===== src/rtl/div_seq_if.sv =====
// Request/result bundle for the sequential divider.
// Master issues operands; slave returns quotient, remainder and flags.
interface div_seq_if #(
  parameter int WIDTH = 32
);
  logic             start;
  logic             signed_mode;
  logic [WIDTH-1:0] a;
  logic [WIDTH-1:0] b;
  logic [WIDTH-1:0] low;
  logic [WIDTH-1:0] high;
  logic             busy;
  logic             div_end;
  logic             div_zero;
  logic             ovf;

  modport master (
    output start, signed_mode, a, b,
    input  low, high, busy, div_end,
    input  div_zero, ovf
  );

  modport slave (
    input  start, signed_mode, a, b,
    output low, high, busy, div_end,
    output div_zero, ovf
  );
endinterface


===== src/rtl/div_seq.sv =====
// Sequential restoring divider, one quotient bit per cycle.
// Quotient on low, remainder on high; flags zero divisor and MIN/-1.
module div_seq #(
  parameter int WIDTH = 32
) (
  input  logic     clk,
  input  logic     reset,
  div_seq_if.slave bus
);
  localparam int W  = WIDTH;
  localparam int CW = $clog2(W + 1);

  typedef enum logic [1:0] {
    IDLE,
    RUN,
    FINISH
  } state_e;

  state_e         state_q;
  logic [W-1:0]   rem_q;
  logic [W-1:0]   quo_q;
  logic [W-1:0]   dvs_q;
  logic [W-1:0]   low_q;
  logic [W-1:0]   high_q;
  logic [CW-1:0]  cnt_q;
  logic           qneg_q;
  logic           rneg_q;
  logic           zero_q;
  logic           ovfp_q;
  logic           busy_q;
  logic           end_q;
  logic           dz_q;
  logic           ovf_q;

  logic           a_neg;
  logic           b_neg;
  logic [W-1:0]   a_mag;
  logic [W-1:0]   b_mag;
  logic           ovf_det;
  logic [W:0]     trial;
  logic [W-1:0]   q_fin;
  logic [W-1:0]   r_fin;

  always_comb begin
    a_neg   = bus.signed_mode & bus.a[W-1];
    b_neg   = bus.signed_mode & bus.b[W-1];
    a_mag   = a_neg ? ('0 - bus.a) : bus.a;
    b_mag   = b_neg ? ('0 - bus.b) : bus.b;
    ovf_det = bus.signed_mode
            & (bus.a == {1'b1, {(W-1){1'b0}}})
            & (bus.b == '1);
    // remainder < divisor, so the kept difference fits W bits
    trial   = {rem_q, quo_q[W-1]} - {1'b0, dvs_q};
    q_fin   = qneg_q ? ('0 - quo_q) : quo_q;
    r_fin   = rneg_q ? ('0 - rem_q) : rem_q;
  end

  always_ff @(posedge clk or negedge reset) begin
    if (!reset) begin
      state_q <= IDLE;
      rem_q   <= '0;
      quo_q   <= '0;
      dvs_q   <= '0;
      low_q   <= '0;
      high_q  <= '0;
      cnt_q   <= '0;
      qneg_q  <= 1'b0;
      rneg_q  <= 1'b0;
      zero_q  <= 1'b0;
      ovfp_q  <= 1'b0;
      busy_q  <= 1'b0;
      end_q   <= 1'b0;
      dz_q    <= 1'b0;
      ovf_q   <= 1'b0;
    end else begin
      unique case (state_q)
        IDLE: begin
          end_q <= 1'b0;
          if (bus.start) begin
            dz_q   <= 1'b0;
            ovf_q  <= 1'b0;
            busy_q <= 1'b1;
            qneg_q <= a_neg ^ b_neg;
            rneg_q <= a_neg;
            ovfp_q <= ovf_det;
            dvs_q  <= b_mag;
            if (bus.b == '0) begin
              // raw dividend is parked in rem_q for the zero result
              zero_q  <= 1'b1;
              rem_q   <= bus.a;
              state_q <= FINISH;
            end else begin
              zero_q  <= 1'b0;
              rem_q   <= '0;
              quo_q   <= a_mag;
              cnt_q   <= CW'(W);
              state_q <= RUN;
            end
          end
        end
        RUN: begin
          if (!trial[W]) rem_q <= trial[W-1:0];
          else           rem_q <= {rem_q[W-2:0], quo_q[W-1]};
          quo_q <= {quo_q[W-2:0], ~trial[W]};
          cnt_q <= cnt_q - 1'b1;
          if (cnt_q == CW'(1)) state_q <= FINISH;
        end
        FINISH: begin
          busy_q  <= 1'b0;
          end_q   <= 1'b1;
          dz_q    <= zero_q;
          ovf_q   <= ovfp_q & ~zero_q;
          low_q   <= zero_q ? '1    : q_fin;
          high_q  <= zero_q ? rem_q : r_fin;
          state_q <= IDLE;
        end
        default: state_q <= IDLE;
      endcase
    end
  end

  assign bus.low      = low_q;
  assign bus.high     = high_q;
  assign bus.busy     = busy_q;
  assign bus.div_end  = end_q;
  assign bus.div_zero = dz_q;
  assign bus.ovf      = ovf_q;
endmodule

===== src/flat_wrapper.sv =====
// flat-port wrapper written by rule: the top's interface ports become plain ports
module div_seq_flat 
#(
  parameter int WIDTH = 32
)
  (clk, reset, bus_start, bus_signed_mode, bus_a, bus_b, bus_low, bus_high, bus_busy, bus_div_end, bus_div_zero, bus_ovf);
  div_seq_if #(.WIDTH(WIDTH)) bus_i ();
  input  logic clk;
  input  logic reset;
  input wire logic [$bits(bus_i.start)-1:0] bus_start;
  input wire logic [$bits(bus_i.signed_mode)-1:0] bus_signed_mode;
  input wire logic [$bits(bus_i.a)-1:0] bus_a;
  input wire logic [$bits(bus_i.b)-1:0] bus_b;
  output wire logic [$bits(bus_i.low)-1:0] bus_low;
  output wire logic [$bits(bus_i.high)-1:0] bus_high;
  output wire logic [$bits(bus_i.busy)-1:0] bus_busy;
  output wire logic [$bits(bus_i.div_end)-1:0] bus_div_end;
  output wire logic [$bits(bus_i.div_zero)-1:0] bus_div_zero;
  output wire logic [$bits(bus_i.ovf)-1:0] bus_ovf;
  assign bus_i.start = bus_start;
  assign bus_i.signed_mode = bus_signed_mode;
  assign bus_i.a = bus_a;
  assign bus_i.b = bus_b;
  assign bus_low = bus_i.low;
  assign bus_high = bus_i.high;
  assign bus_busy = bus_i.busy;
  assign bus_div_end = bus_i.div_end;
  assign bus_div_zero = bus_i.div_zero;
  assign bus_ovf = bus_i.ovf;
  div_seq #(.WIDTH(WIDTH)) u_core (.clk(clk), .reset(reset), .bus(bus_i));
endmodule

===== config.mk =====
export PLATFORM = sky130hd
export DESIGN_NAME = div_seq_flat
export DESIGN_NICKNAME = d
export VERILOG_FILES = /design/src/rtl/div_seq_if.sv /design/src/rtl/div_seq.sv /design/src/flat_wrapper.sv
export SDC_FILE = /design/constraint.sdc
export NUM_CORES = 1
export LEC_CHECK = 0
export CORE_ASPECT_RATIO = 0.9
export CORE_MARGIN = 4
export CORE_UTILIZATION = 52
export DETAILED_ROUTE_END_ITERATION = 16
export PLACE_DENSITY = 0.81
export SLEW_MARGIN = 20
export SYNTH_ARGS = -nofsm -noshare
export SYNTH_HDL_FRONTEND = slang
export SYNTH_SLANG_ARGS = --single-unit

===== constraint.sdc =====
create_clock -name clk -period 3.43 [get_ports clk]
set_input_delay 0.8575 -clock clk [delete_from_list [all_inputs] [get_ports clk]]
set_output_delay 0.8575 -clock clk [all_outputs]
set_load 0.05 [all_outputs]

Word-level counts from Yosys, hierarchy flattened
Index checks and enable logic that the tools add are counted.
{"block": "op_classes", "add_sub_neg": 6, "n_eq_ne": 8, "n_mux": 27, "n_bitwise": 8, "n_reduce_logical": 9}
{"cell": "$mux 32", "n": 11}
{"cell": "$pmux 32 s2", "n": 2}
{"cell": "$sub 1x32->32 const A", "n": 4}
{"cell": "$eq 32x32->1 const B", "n": 2}
{"cell": "$sub 33x32->33", "n": 1}
{"cell": "$logic_not 32->1", "n": 1}
{"cell": "$mux 6", "n": 2}
{"cell": "$pmux 6 s2", "n": 1}
{"cell": "$pmux 1 s2", "n": 4}
{"cell": "$reduce_and 2->1", "n": 4}
{"cell": "$eq 6x1->1 const B", "n": 1}
{"cell": "$mux 2", "n": 3}
{"cell": "$sub 6x1->6 const B", "n": 1}
{"cell": "$and 1x1->1", "n": 5}
{"cell": "$ne 2x2->1 const B", "n": 2}
{"cell": "$pmux 2 s2", "n": 1}
{"cell": "$reduce_bool 2->1", "n": 2}
{"cell": "$mux 1", "n": 3}
{"cell": "$reduce_and 3->1", "n": 1}
{"cell": "$eq 2x1->1 const B", "n": 1}
{"cell": "$eq 2x2->1 const B", "n": 1}
{"cell": "$logic_not 2->1", "n": 1}
{"cell": "$ne 2x1->1 const B", "n": 1}
{"cell": "$not 1->1", "n": 2}
{"cell": "$xor 1x1->1", "n": 1}
{"block": "totals", "reg_bits": 176, "input_bits": 68, "out_inout_bits": 68, "wordCells": 73}

Longest topological paths before layout
{"block": "logic_depth", "ltp_word": 5, "ltp_mapped": 14, "mapped_depth_nobuf": 12}

Worst setup path before layout
No wires, ideal clock.
{"block": "synth_timing", "kind": "register -> register", "from": "register u_core.quo_q[8]", "to": "register u_core.low_q[29], in the netlist u_core.bus.low[29]", "setup_ns": 0.137, "arrival_ns": 3.303, "required_time_ns": 3.293, "path_slack_ns": -0.010, "path_stages_with_launch": 10, "n_path_buf": 0, "cell_sequence": "dfrtp_1 > or4_4 > or3_4 > or3_4 > or3b_4 > or3_4 > or4_4 > o41ai_2 > xor2_1 > a21oi_1"}
{"block": "synth_via", "elab_chain_cells": 3}
{"element": "start, declared", "line_no": "div_seq.sv:21", "source": "logic [W-1:0] quo_q;"}
{"element": "start signal, assigned", "line_no": "div_seq.sv:95", "source": "quo_q <= a_mag;"}
{"element": "start signal, assigned", "line_no": "div_seq.sv:104", "source": "quo_q <= {quo_q[W-2:0], ~trial[W]};"}
{"element": "$sub 1x32->32", "line_no": "div_seq.sv:54", "source": "q_fin = qneg_q ? ('0 - quo_q) : quo_q;"}
{"element": "$mux 32", "line_no": "div_seq.sv:54"}
{"element": "$mux 32", "line_no": "div_seq.sv:113", "source": "low_q <= zero_q ? '1 : q_fin;"}
{"element": "end signal, assigned", "line_no": "div_seq.sv:113"}
{"element": "end, declared", "line_no": "div_seq.sv:23", "source": "logic [W-1:0] low_q;"}
No other way between the ends.
A chain may end at the register's enable or synchronous reset.

Final worst setup path
Ends and elaborated chain as after synthesis.

==> results.yml <==
outcome:
  status: "complete, but fails checks"
  violations: "setup timing"
clocking:
  cts.sinks: 176
  cts-buffers-inserted: 17
  cts_tree: "built"
  root_buffer: "clkbuf_16"
  htreeDepth: 4
  ctsLongestPathBuffers: 2
  clk_latency_ns: 0.44
  path_clk_slew_ns: 0.07
synth:
  netlist.top_cell.by_area: "dfrtp_1"
  synth_warnings: 0
  synthCells: 1440
  synth_edf_count: 0
  yosys.cell_count.top_type: "dfrtp_1"
  synthArstFlopShare_pct: 100
  synth.top_cells.by_area: "dfrtp_1 38%, a21oi_1 7.3%, o21ai_0 6.5%"
  synth-simple-area-share_pct: 19.2
  yosysUniqueCellTypes: 60
  ys_seq_elements: 176
  synth.area.mux_share_pct: 0.773
  synthAdderAreaFrac_pct: 4.36
  seq_area_frac_synth_pct: 37.8
  synth_top_family_by_area: "compound AO/OA/AOI/OAI gates"
  ys_top_cells_by_count: "176 x dfrtp_1, 175 x nand2_1, 169 x a21oi_1, 151 x o21ai_0, 135 x nor2_1"
  synth_area_um2: 11700
  synth_compound_gate_area_share_pct: 22.8
  synth_xor_area_share_pct: 10.8
  syn_area_per_cell_um2: 8.10
  synth-main-ff-cell: "dfrtp_1"
  syn_nets: 1548
  synth_top_area_share_pct: 37.8
setup_path:
  worst-setup-path-type: "reg -> reg"
  ff2ff_setup_slack_ns: -0.1
  end_kind: "flip-flop"
  crit_arrival_ns: 3.84
  cp_data_required_time_ns: 3.74
  critPathLaunchType: "flip-flop"
  r2r_cells: 9
  reg2reg_to: "u_core.bus.low[29]"
  critPathMaxFanout: 3
  regToRegStartpoint: "u_core.quo_q[8]"
place:
  io_buffer_count: 135
  place_congestion: 0.932
  place_ws_ns: -0.426
  post_dp_cell_area_um2: 14200
  post-dp-hpwl_um: 26600
timing:
  period_minus_slack_ns: 3.53
  worstMarginPinSlew_ns: 0.608
  setup_ws_ns: -0.0974
  slew_viol_final: 0
  hold_viol_final: 0
  fin_skew_ns: 0.0150
  setup_viol: 4
  fmax_mhz: 283
  timing.hold.ws_ns: 0.370
  slew_headroom_pct: 59.4
  finalCritPeriodShare_pct: 103
  rsz0062_at_grt: "yes"
final_layout:
  fillers: 1783
  area_delta_synth_final_pct: 27.5
  multiInputGateArea_um2: 6880
  design_area_um2: 14900
  seqCellArea_um2: 4410
  diodes: 0
  drive_gt1_share_pct: 11.6
  nets: 1757
global_route:
  antenna_found_initial: 1
  grt_pass1_vias: 11000
  grt_first_pass_wirelength_um: 56500
  track_usage_pct: 28.0
  grt_max_degree: 94
  overflow: 0
routing:
  initialDrtViolationCount: 1205
  drt-total-wl_um: 35100
  firstDrtPassIters: 5
  ant_nets: 0
  viasPerCell: 5.92
  dr_total_vias: 11600
  remaining_drc_errors: 0
  wl_per_cell_um: 18.0
die:
  std_cell_rows: 51
  initial_utilization_pct: 53.4
  die-area_um2: 24900
  pin_count: 136
  core-area_um2: 21800
  die_h_um: 150
  dieWidth_um: 166
power:
  p_leak_nw: 6.33
  power_density_nw_per_um2: 1160
  vdd_ir_drop_max_mv: 0.503
min_path:
  hp-class: "in -> async"
job:
  max-cap-violations: 0
cells in the final DEF, fill, tap and decap left out, types with 4 or more instances in the layout:
cell / Yosys / final
a21o_1: 15 / 15
a21oi_1: 169 / 169
a221o_1: 5 / 5
a31oi_1: 21 / 20
and2_1: 5 / 5
and3_1: 9 / 9
and4_1: 4 / 4
buf_12: 0 / 7
buf_4: 1 / 126
clkbuf_16: 0 / 17
clkdlybuf4s50_1: 0 / 134
dfrtp_1: 176 / 175
ha_1: 39 / 37
inv_1: 53 / 53
inv_6: 0 / 4
mux2i_1: 9 / 9
nand2_1: 175 / 175
nand2b_1: 17 / 16
nand3_1: 14 / 14
nand4_1: 18 / 18
nor2_1: 135 / 134
nor2b_1: 8 / 6
nor3_1: 25 / 25
nor4_1: 25 / 23
o211ai_1: 4 / 4
o21ai_0: 151 / 149
o21ai_1: 12 / 12
o21bai_1: 6 / 6
o22a_1: 6 / 6
o22ai_1: 10 / 10
o31ai_1: 27 / 26
o41ai_1: 10 / 10
or3_1: 17 / 16
or3_4: 3 / 4
or4_1: 9 / 9
xnor2_1: 64 / 64
xor2_1: 80 / 80
flip-flops by register name, indices dropped and copies added (netlist names):
name and count:
u_core.bus.div_end 1, u_core.state_q 2, u_core.ovfp_q 1, u_core.qneg_q 1, u_core.bus.high 32, u_core.zero_q 1, u_core.bus.busy 1, u_core.rem_q 32
u_core.quo_q 32, u_core.dvs_q 32, u_core.bus.div_zero 1, u_core.rneg_q 1, u_core.bus.low 32, u_core.bus.ovf 1, u_core.cnt_q 6
metrics by stage:
step	setup TNS, ns	power (W)	cells	utilization [%]
after CTS	-0.197	0.0170	1952	67.8
final	-0.163	0.0172	1952	68.1
after detailed placement	-2.80	0.0149	1920	65.0
after global routing	-0.486	0.0184	1952	68.1
after global placement	-1.18	0.0147	1920	65.0
after floorplan	-0.00968	0.0114	1440	-
final cells by class:
type                            count  share of cell area [%]
Clock inverter                     13                    1.02
Clock buffer                       18                    2.89
Inverter                           53                    1.34
Sequential cell                   176                    29.6
Timing Repair Buffer              268                    16.4
Tap cell                          291                    2.45
Multi-Input combinational cell   1133                    46.3
power by group:
| part | internal (W) | leakage (nW) | total (W) | switching [W] |
|---|---|---|---|---|
| logic | 0.00462 | 3.87 | 0.0112 | 0.00654 |
| clock network | 0.00109 | 0.281 | 0.00198 | 0.000889 |
| registers | 0.00311 | 2.17 | 0.00405 | 0.000938 |
| total | 0.00882 | 6.33 | 0.0172 | 0.00837 |
metal layers:
metal | routed length [µm] | vias to the layer above | track usage (%)
met1 | 15500 | 5488 | 39.1
met5 | 0 | - | 0
met3 | 2940 | 62 | 6.00
met2 | 15600 | 493 | 43.7
met4 | 1000 | 0 | 9.11
li1 | - | 5519 | -
how the worst max path moves through the flow:
stage / cells after the start / endpoint / slack (ns) / startpoint
floorplan: 9 / u_core.bus.low[29] / -0.01 / u_core.quo_q[8]
global placement: 10 / u_core.quo_q[30] / -0.42 / bus_a[13]
detailed placement: 10 / u_core.quo_q[30] / -0.43 / bus_a[13]
CTS: 9 / u_core.bus.low[29] / -0.1 / u_core.quo_q[8]
global route: 9 / u_core.bus.low[29] / -0.18 / u_core.quo_q[8]
finish: 9 / u_core.bus.low[29] / -0.1 / u_core.quo_q[8]
worst max-delay path: stages (launching register included):
cell and delay [ns]:
dfrtp_1 0.39, or4_4 0.54, or3_4 0.35, or3_4 0.38, or3b_4 0.42, or3_4 0.35
or4_4 0.48, o41ai_4 0.23, xor2_1 0.18, a21oi_1 0.09
kinds of logic (layout without fill, tap and decap cells):
logic type | count (synthesis) | count (layout)
fa+ha+maj | 40 | 40
xor+xnor | 144 | 144
flops | 176 | 176
mux | 9 | 9
compound gates | 460 | 460
simple gates | 480 | 480
buf+inv | 131 | 352
timing repair:
action                     in CTS  in global routing
hold buffers                    0                  0
pin swaps                       5                  6
gates cloned                    0                  0
setup buffers                   1                  0
resized for setup               5                 14
setup endpoints to repair       5                 17
Power figures use the tool's default switching activity.
